## src/rtl/ysyx_210247_mmio_router.sv

```systemverilog
// Data-side address router: CLINT register accesses complete locally in one cycle,
// everything else is forwarded to the external bus as a single outstanding request.
module ysyx_210247_mmio_router #(
  parameter logic [63:0] CLINT_BASE    = 64'h0000_0000_0200_0000,
  parameter logic [63:0] CLINT_MASK    = 64'hFFFF_FFFF_FFFF_0000,
  parameter logic [63:0] MTIMECMP_ADDR = 64'h0000_0000_0200_4000
) (
  input  logic        clk,
  input  logic        rst,
  input  logic        mem_req_valid,
  output logic        mem_req_ready,
  input  logic [63:0] mem_addr,
  input  logic        mem_wen,
  input  logic [63:0] mem_wdata,
  input  logic [7:0]  mem_wstrb,
  output logic        mem_resp_valid,
  output logic [63:0] mem_rdata,
  output logic        cmp_ren,
  output logic [63:0] cmp_addr,
  output logic        cmp_wen,
  output logic [63:0] cmp_wdata,
  input  logic [63:0] cmp_rdata,
  output logic        bus_req_valid,
  input  logic        bus_req_ready,
  output logic [63:0] bus_addr,
  output logic [63:0] bus_wdata,
  output logic        bus_wen,
  output logic [7:0]  bus_wstrb,
  input  logic        bus_resp_valid,
  input  logic [63:0] bus_rdata
);

  typedef enum logic [1:0] {
    S_IDLE,
    S_CLINT_RESP,
    S_BUS_REQ,
    S_BUS_WAIT
  } state_t;

  state_t      r_state;
  logic [63:0] r_resp;
  logic [63:0] r_bus_addr;
  logic [63:0] r_bus_wdata;
  logic        r_bus_wen;
  logic [7:0]  r_bus_wstrb;

  logic        w_idle;
  logic        w_hs;
  logic        w_clint_hit;
  logic        w_cmp_hs;
  logic        w_cmp_wr;
  logic        w_clint_resp;
  logic        w_bus_resp;
  logic [63:0] w_aligned;
  logic [63:0] w_merged;

  // Outputs are gated by rst so the reset cycle itself shows reset values.
  assign w_idle       = (r_state == S_IDLE) && !rst;
  assign w_hs         = w_idle && mem_req_valid;
  assign w_aligned    = {mem_addr[63:3], 3'b000};
  assign w_clint_hit  = (mem_addr & CLINT_MASK) == CLINT_BASE;
  assign w_cmp_hs     = w_hs && w_clint_hit;
  assign w_cmp_wr     = w_cmp_hs && mem_wen && (w_aligned == MTIMECMP_ADDR);
  assign w_clint_resp = (r_state == S_CLINT_RESP) && !rst;
  assign w_bus_resp   = (r_state == S_BUS_WAIT) && bus_resp_valid && !rst;

  // Byte-lane read-modify-write of mtimecmp using the combinational CLINT read.
  always_comb begin
    w_merged = '0;
    for (int unsigned i = 0; i < 8; i++) begin
      w_merged[8*i +: 8] = mem_wstrb[i] ? mem_wdata[8*i +: 8] : cmp_rdata[8*i +: 8];
    end
  end

  always_ff @(posedge clk) begin
    if (rst) begin
      r_state     <= S_IDLE;
      r_resp      <= '0;
      r_bus_addr  <= '0;
      r_bus_wdata <= '0;
      r_bus_wen   <= 1'b0;
      r_bus_wstrb <= '0;
    end else begin
      case (r_state)
        S_IDLE: begin
          if (w_hs) begin
            if (w_clint_hit) begin
              r_resp  <= mem_wen ? '0 : cmp_rdata;
              r_state <= S_CLINT_RESP;
            end else begin
              r_bus_addr  <= mem_addr;
              r_bus_wdata <= mem_wdata;
              r_bus_wen   <= mem_wen;
              r_bus_wstrb <= mem_wstrb;
              r_state     <= S_BUS_REQ;
            end
          end
        end
        S_CLINT_RESP: r_state <= S_IDLE;
        S_BUS_REQ: begin
          if (bus_req_ready) r_state <= S_BUS_WAIT;
        end
        S_BUS_WAIT: begin
          if (bus_resp_valid) r_state <= S_IDLE;
        end
        default: r_state <= S_IDLE;
      endcase
    end
  end

  assign mem_req_ready  = w_idle;
  assign mem_resp_valid = w_clint_resp || w_bus_resp;
  assign mem_rdata      = w_bus_resp ? bus_rdata : (w_clint_resp ? r_resp : '0);

  assign cmp_ren   = w_cmp_hs;
  assign cmp_addr  = w_cmp_hs ? w_aligned : '0;
  assign cmp_wen   = w_cmp_wr;
  assign cmp_wdata = w_cmp_wr ? w_merged : '0;

  assign bus_req_valid = (r_state == S_BUS_REQ) && !rst;
  assign bus_addr      = r_bus_addr;
  assign bus_wdata     = r_bus_wdata;
  assign bus_wen       = r_bus_wen;
  assign bus_wstrb     = r_bus_wstrb;

endmodule

```

## config.mk

```make
export PLATFORM = sky130hd
export DESIGN_NAME = ysyx_210247_mmio_router
export DESIGN_NICKNAME = d
export VERILOG_FILES = /design/src/rtl/ysyx_210247_mmio_router.sv
export SDC_FILE = /design/constraint.sdc
export NUM_CORES = 1
export LEC_CHECK = 0
export BUFFER_PORTS_ARGS = -buffer_cell sky130_fd_sc_hd__buf_2
export CAP_MARGIN = 25
export CORE_AREA = 3 3 231 233
export CTS_CLUSTER_DIAMETER = 60
export DETAILED_ROUTE_END_ITERATION = 6
export DIE_AREA = 0 0 234 236
export HOLD_SLACK_MARGIN = 0.06
export PLACE_DENSITY = 0.51
export SYNTH_ARGS = -nofsm -noshare
export SYNTH_HDL_FRONTEND = slang
export SYNTH_SLANG_ARGS = --single-unit
```

## constraint.sdc

```tcl
create_clock -name clk -period 1.6 [get_ports clk]
set_input_delay 0.08 -clock clk [delete_from_list [all_inputs] [get_ports clk]]
set_output_delay 0.08 -clock clk [all_outputs]
set_load 0.005 [all_outputs]
```

==> results of run 1 <==
==> cells by family after synthesis <==
kind of cell | synth area share [%]
simple gates | 20.4
buf+inv | 12.2
compound gates | 16.6
flops | 38.5
mux | 12.2
other cells | 0.0355
==> final cells by class <==
cell class	count	area [µm²]	area share [%]
inverters	91	342	1.68
diodes	1	2.50	0.0123
well taps	680	851	4.18
repair buffers	943	7840	38.5
flip-flops and latches	203	4070	20.0
clock buffers	39	813	3.99
clock inverters	13	90.1	0.442
multi-input cells	809	6360	31.2
==> power by group <==
part | switching, µW | internal, µW
clock network | 2550 | 3570
logic | 1580 | 1820
registers | 160 | 5370
==> through the flow <==
stage	setup WS, ps	TNS (ps)	hold WS [ps]
after floorplan	9.77	0	189
after global placement	-521	-130920	294
after detailed placement	-573	-127800	300
after CTS	-648	-96620	62.6
after global routing	-825	-136290	100
final	-708	-101110	102
==> worst max path at each step <==
| stage | to | slack [ps] | start |
|---|---|---|---|
| final | cmp_wdata[33] | -710 | r_state[1] |
| after global routing | cmp_wdata[33] | -830 | r_state[1] |
| after CTS | cmp_wdata[63] | -650 | r_state[1] |
| after detailed placement | r_resp[31] | -570 | mem_addr[34] |
| after global placement | r_resp[46] | -520 | mem_addr[50] |
| after floorplan | bus_addr[0] | 10 | r_state[0] |
==> worst reg2reg max path: cells and delay by family, from the launching register on <==
kind | cells | cell delay, ps
AOI/OAI and AO/OA | 1 | 90
buffers and inverters | 8 | 970
DFF | 1 | 330
and+or+nand+nor | 3 | 460
==> Yosys cell counts (2+ instances only) <==
master                     instances  share of area, %
sky130_fd_sc_hd__buf_2            26               1.2
sky130_fd_sc_hd__clkbuf_2          2             0.095
sky130_fd_sc_hd__mux2i_1         129                12
sky130_fd_sc_hd__nor3_1           51               2.4
sky130_fd_sc_hd__inv_1            91               3.2
sky130_fd_sc_hd__and3_1           13              0.77
sky130_fd_sc_hd__nand2b_1        112               6.6
sky130_fd_sc_hd__nor2_1            6              0.21
sky130_fd_sc_hd__buf_1            13              0.46
sky130_fd_sc_hd__nor4_1           12              0.71
sky130_fd_sc_hd__nand2_1         203               7.2
sky130_fd_sc_hd__o32ai_2          20               3.1
sky130_fd_sc_hd__nor3_2           16               1.5
sky130_fd_sc_hd__or2_2             2              0.12
sky130_fd_sc_hd__nand4_1           4              0.24
sky130_fd_sc_hd__o21ai_0          47               2.2
sky130_fd_sc_hd__dfxtp_1         203                38
sky130_fd_sc_hd__o32ai_1          70               5.8
sky130_fd_sc_hd__nor4b_1           2              0.17
sky130_fd_sc_hd__clkbuf_1         60               2.1
sky130_fd_sc_hd__buf_6            12               1.3
sky130_fd_sc_hd__a22o_1           64               5.3
sky130_fd_sc_hd__buf_4            53               3.8
==> metal layers <==
layer | part of all wire [%] | global-route usage [%] | wire [µm] | up-vias
met5 | 0.045 | 0 | 27 | -
met4 | 4.7 | 8.64 | 2830 | 4
met3 | 6.8 | 4.52 | 4040 | 151
met2 | 49 | 33.8 | 29300 | 590
met1 | 39 | 23.3 | 23600 | 6124
li1 | - | - | - | 5859
==> what timing repair did <==
action | in CTS | in global routing
hold buffers | 205 | 0
setup buffers | 38 | 21
setup endpoints to repair | 346 | 349
gates resized for setup | 130 | 165
cloned | 37 | 6
pin swaps | 36 | 77
hold endpoints to repair | 203 | 0
==> sequential cells by signal (all words and copies together) (netlist names) <==
signal and cells:
r_resp 64, bus_wstrb 8, bus_wdata 64, r_state 2, bus_wen 1, bus_addr 64
==> impl.org, run 1 <==
** Critical path
- The worst register-to-register path ends at bus_wdata[52].
- Category of cells accounting for the largest share of critical-path delay :: simple AND/OR/NAND/NOR gates
- STA puts the critical path data required time at 1520 ps.
- The number of cells on the worst reg-to-reg path is 12.
- Along the worst path, the maximum fanout reaches 35.
- Worst Setup Start Kind :: flop
- The worst setup path is of the reg -> out kind.
- The worst setup path is captured at an output pin.
- Counting stages on the worst path, the most repeated cell is sky130_fd_sc_hd__nor3_4.
- The signal on the critical path passes through nor3_4, and2_4, nand4_1, buf_6, buf_12, nor3_4, buf_2.
- CP max stage delay :: 330 ps
- The worst register-to-register path begins at r_state[1].
- The critical path runs through a total of 7 cells.
- The slowest stage of the critical path belongs to the cell sky130_fd_sc_hd__dfxtp_2.
- Crit path buffers/inverters :: 3
- FF-to-FF setup slack :: -350 ps
- Worst EP arrival :: 2230 ps

** Yosys
- In this run, distinct cell masters in the synthesized netlist total 32.
- Syn avg cell area :: a little under 9 µm²
- Ys async rst share :: 0%
- Of the synthesized area, sequential elements account for between 30% and 40%.
- The Yosys step of the flow raised 0 warnings.
- Synthesized cell area :: 10600 µm²
- In this run, synthesis inferred 0 flip-flops with an integrated enable.
- FF+latch count, synth :: slightly above 200
- Among all flip-flop cells after synthesis, the most frequent one is sky130_fd_sc_hd__dfxtp_1.
- The cell count after synthesis came out at around 1200.

** GRT
- The initial antenna violation count came to 4.
- Maximum number of pins on one net before global-route repair :: between 90 and 100
- Number of global-route vias before repair :: 13025
- For this run the aggregate overflow at the end of global routing stands at 0.
- Global-route usage over all layers :: between 15 and 20%
- Wire length of the first global-routing pass :: 81900 µm

** Cells and area
- Commonest non-fill, non-tap cell in the layout :: sky130_fd_sc_hd__buf_2
- The count of cells in the finished layout, fillers not included, comes to 2779.
- Fill count :: 5053
- Commonest non-fill, non-tap cells in the layout :: sky130_fd_sc_hd__buf_2 (538), sky130_fd_sc_hd__dlygate4sd3_1 (205), sky130_fd_sc_hd__dfxtp_1 (201)
- Measured on the finished design, the core utilization comes to between 30% and 40%.
- Cells with a size suffix above 1 make up 46.1% of the layout.
- Layout overhead on the synthesized area :: 92.9%
- With fillers left out, the area of the finished cells amounts to 20400 µm².
- The net count of the finished layout is 2347.

** Power
- Power spread over the standard cell area amounts to around 740 nW/µm².
- Final total power :: 15100 µW
- Leakage dissipation :: 0.00919 µW
- Largest vdd supply drop :: 0.696 mV

** Routing
- Vias per Instance :: 4.58
- Drt first pass iters :: 5
- In this run, the number of DRC markers left after iteration 0 of detailed routing was 656.
- DRC Markers :: 0
- DRT Wirelength :: 59800 µm
- Detail Route Antenna Nets :: 0
- Dividing the detail-routed wire length by the instance count gives approximately 22 µm.
- Total via count after detailed routing :: 12728

** Outcome
- The run finished, with violations left.
- Failing checks :: negative setup slack

** Timing
- Setup violations, final :: 333
- Timing would allow up to around 430 MHz.
- Final max-slew violation count :: 0
- Period utilisation layout :: 144%
- Post-route worst setup slack :: -708 ps
- Fin. Hold Viols :: 0
- Max_slew headroom :: between 40% and 50%
- Setup repair after global routing could not meet its margin everywhere.
- For the final database, setup skew stands at 11.2 ps.
- Subtracting the final worst setup slack from the clock period gives 2310 ps.
- Least-Margin Pin Slew :: 752 ps

** Floorplan
- Chip width :: roughly 230 µm
- Top-level port count :: 604
- Effective utilization at floorplan :: 20.5%
- Chip height :: 236 µm
- Total die area :: 55200 µm²
- Site row count :: between 80 and 90
- In this run the standard cell core region covers 51400 µm².

** Placement
- Including well taps, the total number of placed cells is between 2000 and 2500.
- Summing all placed instances gives a cell area of 14400 µm².
- RePlAce Congestion :: 0.882
- Count of input and output buffers :: 553
- HPWL after DPL :: 34400 µm

** CTS
- Counting along the longest clock path gives a buffer depth of 3.
- CTS placed an instance of sky130_fd_sc_hd__clkbuf_16 at the clock tree root.
- Clock-pin slew was measured on the worst setup and hold paths at 60 ps.
- Buffers inserted during clock tree synthesis total 29.
- Number of sinks on the clock net :: about 200
- H-tree depth reported by CTS :: 1
- At the later pin of the worst-skew pair, clock insertion delay measures 570 ps.
- TritonCTS built the clock tree.

** Job
- Number of max-capacitance violations reported :: 0

** Min path
- For hold timing, the worst endpoint is r_state[0].
- Depth of the worst hold-timing path :: 5
- The worst hold path begins at rst.
- Hold crit path type :: in -> reg
Power figures use the tool's default switching activity.
==> run 2, diff against run 1 <==
RECOVER_POWER = 25   (was default)
==> run 2 against run 1 <==
Net effect:
- the run still ends with negative setup slack left
- combinational power hardly changed
- global-route usage unchanged
- flip-flop and latch count is the same
- wire length about the same
- die area stayed put
- critical path type unchanged
- critical endpoint unchanged
==> impl.org, run 2 (same netlist as run 1, synthesis figures left out) <==
** CTS
- The clock input transition at the sequential cells of the worst setup and hold paths came to 60 ps (about the same).
- TritonCTS built the clock tree.
- The total CTS buffers is 29 (unchanged).
- The number of buffers on the longest clock path was 3 (unchanged).
- Number of sinks on the clock net :: 203 (unchanged)
- The tree is rooted in a sky130_fd_sc_hd__clkbuf_16.
- H-tree depth reported by CTS :: 1 (unchanged)
- The clock latency reported for the late side of the worst-skew pair came to 570 ps (about the same).

** Critical path
- The worst setup slack for register-to-register paths is -350 ps (about the same).
- The critical path starts at r_state[1].
- The peak fanout along the critical path came to 35 (unchanged).
- Kind of critical path :: reg -> out
- Required time at the worst-slack endpoint :: 1520 ps (about the same)
- Worst Setup Start Kind :: flop
- The startpoint identified for the worst register-to-register timing path is r_state[1].
- Crit path capture type :: output pin
- Depth of the worst register-to-register path :: 12 (unchanged)
- The endpoint identified for the worst register-to-register timing path is bus_wdata[52].
- The endpoint arrival time on the critical path is 2230 ps (about the same).

** Power
- Combinational cell fraction of total power :: 22.5% (about the same)
- The power after layout is 15000 µW (about the same).
- The net switching power figure came to 4300 µW (about the same).
- Leakage dissipation :: 0.00910 µW (-0.99%)
- Largest vdd supply drop :: 0.695 mV (-0.12%)
- Sequential share of power :: 36.8% (about the same)
- The power per cell area was 740 nW/µm² (about the same).
- The switching power share of the total was 28.6% (+0.040 points).
- The share of power burned in the clock network came to 40.7% (about the same).
- The internal power of the cells was 10700 µW (-0.12%).

** Floorplan
- Effective utilization at floorplan :: 20.5% (unchanged)
- The area of the core is 51400 µm² (unchanged).
- Chip height :: 236 µm (unchanged)
- Chip width :: 234 µm (unchanged)
- Top-level port count :: 604 (unchanged)
- Site row count :: 83 (unchanged)
- Total die area :: 55200 µm² (unchanged)

** Routing
- The routed via count divided by cell count came to 4.59 (+0.15%).
- Drt first pass iters :: 5 (unchanged)
- The average routed wire per standard cell was 21.5 µm (about the same).
- The total number of vias came to 12747 (+0.15%).
- The first-iteration detailed-routing DRC count is 677 (+3.2%).
- The detailed-route DRC error count came to 0 (unchanged).
- The remaining antenna violation count after routing was 0 (unchanged).
- DRT Wirelength :: 59700 µm (about the same)

** Cells and area
- From synthesis to final layout, the design area changed by 92.7%.
- Commonest non-fill, non-tap cells in the layout :: sky130_fd_sc_hd__buf_2 (515), sky130_fd_sc_hd__dlygate4sd3_1 (205), sky130_fd_sc_hd__dfxtp_1 (201)
- The final cell area excluding filler cells came to 20300 µm² (-0.14%).
- The final non-filler cell total was 2779 (unchanged).
- The library cell used most frequently in the layout, excluding fill and tap cells, is sky130_fd_sc_hd__buf_2.
- The number of nets in the finished design was 2347 (unchanged).
- The layout cell share with drive strength beyond 1 was 45.0% (-1.1 points).

** Timing
- The final period utilization came to 144% (+0.20 points).
- The max-slew violation count came to 0 (unchanged).
- Fin. Hold Viols :: 0 (unchanged)
- The final worst-path setup slack came to -711 ps (-3.16 ps).
- Unrepaired setup endpoints after global routing :: true
- The worst-case clock skew is 11.5 ps (+0.336 ps).
- Worst Hold Slack :: 102 ps (+0.250 ps)
- Fin crit period :: 2310 ps (+3.16 ps)
- Setup violations, final :: 333 (unchanged)
- The upper clock frequency limit is 433 MHz (-0.14%).
- The slew at the pin closest to its max-slew limit is 757 ps (+4.88 ps).
- The worst slew slack as a fraction of its limit was 48.8% (-0.33 points).
- The total negative slack was -101070 ps (+45.0 ps).

** Placement
- The number of placed cells counting well taps is 2428 (unchanged).
- The weighted congestion reported at the end of routability-driven placement is 0.882 (unchanged).
- Count of input and output buffers :: 553 (unchanged)
- The placement-stage cell area is 14400 µm² (unchanged).
- HPWL after DPL :: 34400 µm (unchanged)

** Outcome
- The run finished, with violations left.
- The checks that failed: negative setup slack.

** GRT
- Maximum number of pins on one net before global-route repair :: 93 (unchanged)
- Antenna violations before repair :: 4 (unchanged)
- Busiest metal layer after global routing :: met2
- Wire length of the first global-routing pass :: 81900 µm (unchanged)
- The met1 usage in global routing came to 23.3% (unchanged).
- Overall overflow remaining after global route :: 0 (unchanged)
- The met3 usage was 4.52% (unchanged).
- Global-route met2 utilization :: 33.8% (unchanged)
- The total track usage was 19.7% (unchanged).
- Number of global-route vias before repair :: 13025 (unchanged)

** Min path
- Hold-critical path endpoint :: r_state[0]
- The hold path depth came to 5 (unchanged).
- Hold crit path type :: in -> reg
- Source of the worst hold timing path :: rst

** Job
- Number of max-capacitance violations reported :: 0 (unchanged)
run 2: cell types whose count changed in the layout (fill, tap and decap cells not counted), sizes merged:
cell / previous run / this run
buf: 729 / 706
clkbuf: 45 / 68
run 2: layout make-up:
cell class,instances,area [µm²]
sequential,203,4070
multi-input combinational,809,6360
inverter,91,342
timing repair buffer,943,7810
clock inverter,13,90.1
fill,5052,31100
tap,680,851
antenna,1,2.50
clock buffer,39,813
run 2: routing by layer:
layer  vias up  share of wire, %
met5         -             0.045
met2       598                49
met4         4               4.7
met1      6145                39
met3       147               6.9
li1       5853                 -
run 2: how the worst max path moves through the flow:
| stage | endpoint | slack [ps] | cells past startpoint |
|---|---|---|---|
| after floorplan | bus_addr[0] | 10 | 8 |
| final | cmp_wdata[33] | -710 | 7 |
| after CTS | cmp_wdata[63] | -650 | 7 |
| after detailed placement | r_resp[31] | -570 | 8 |
| after global placement | r_resp[46] | -520 | 9 |
| after global routing | cmp_wdata[33] | -830 | 7 |
run 2: repair_timing:
| item | in CTS | in global routing |
|---|---|---|
| setup buffers | 38 | 21 |
| endpoints found under the hold margin | 203 | 0 |
| gates resized for setup | 130 | 165 |
| endpoints found under the setup margin | 346 | 349 |
| hold buffers | 205 | 0 |
| gates cloned | 37 | 6 |
| pin swaps | 36 | 77 |
run 2: power groups by stage:
stage	clock network [µW]	logic [µW]	registers, µW
after floorplan	0	940	5650
after global placement	0	2050	5610
after detailed placement	0	2070	5620
after CTS	6300	3150	5520
after global routing	6510	3600	5550
final	6130	3390	5530
run 2: through the flow:
stage                     setup WS [ps]  utilization [%]
after floorplan                    9.77                -
after global placement             -521             28.1
after detailed placement           -573             28.1
after CTS                          -648             37.5
after global routing               -825             39.6
final                              -711             39.6
run 2: worst max-delay path: stages (launching register included):
cell and delay, ps:
sky130_fd_sc_hd__dfxtp_2 330, sky130_fd_sc_hd__nor3_4 180, sky130_fd_sc_hd__and2_4 210, sky130_fd_sc_hd__nand4_1 120, sky130_fd_sc_hd__buf_6 200, sky130_fd_sc_hd__buf_12 180, sky130_fd_sc_hd__nor3_4 220, sky130_fd_sc_hd__buf_2 140
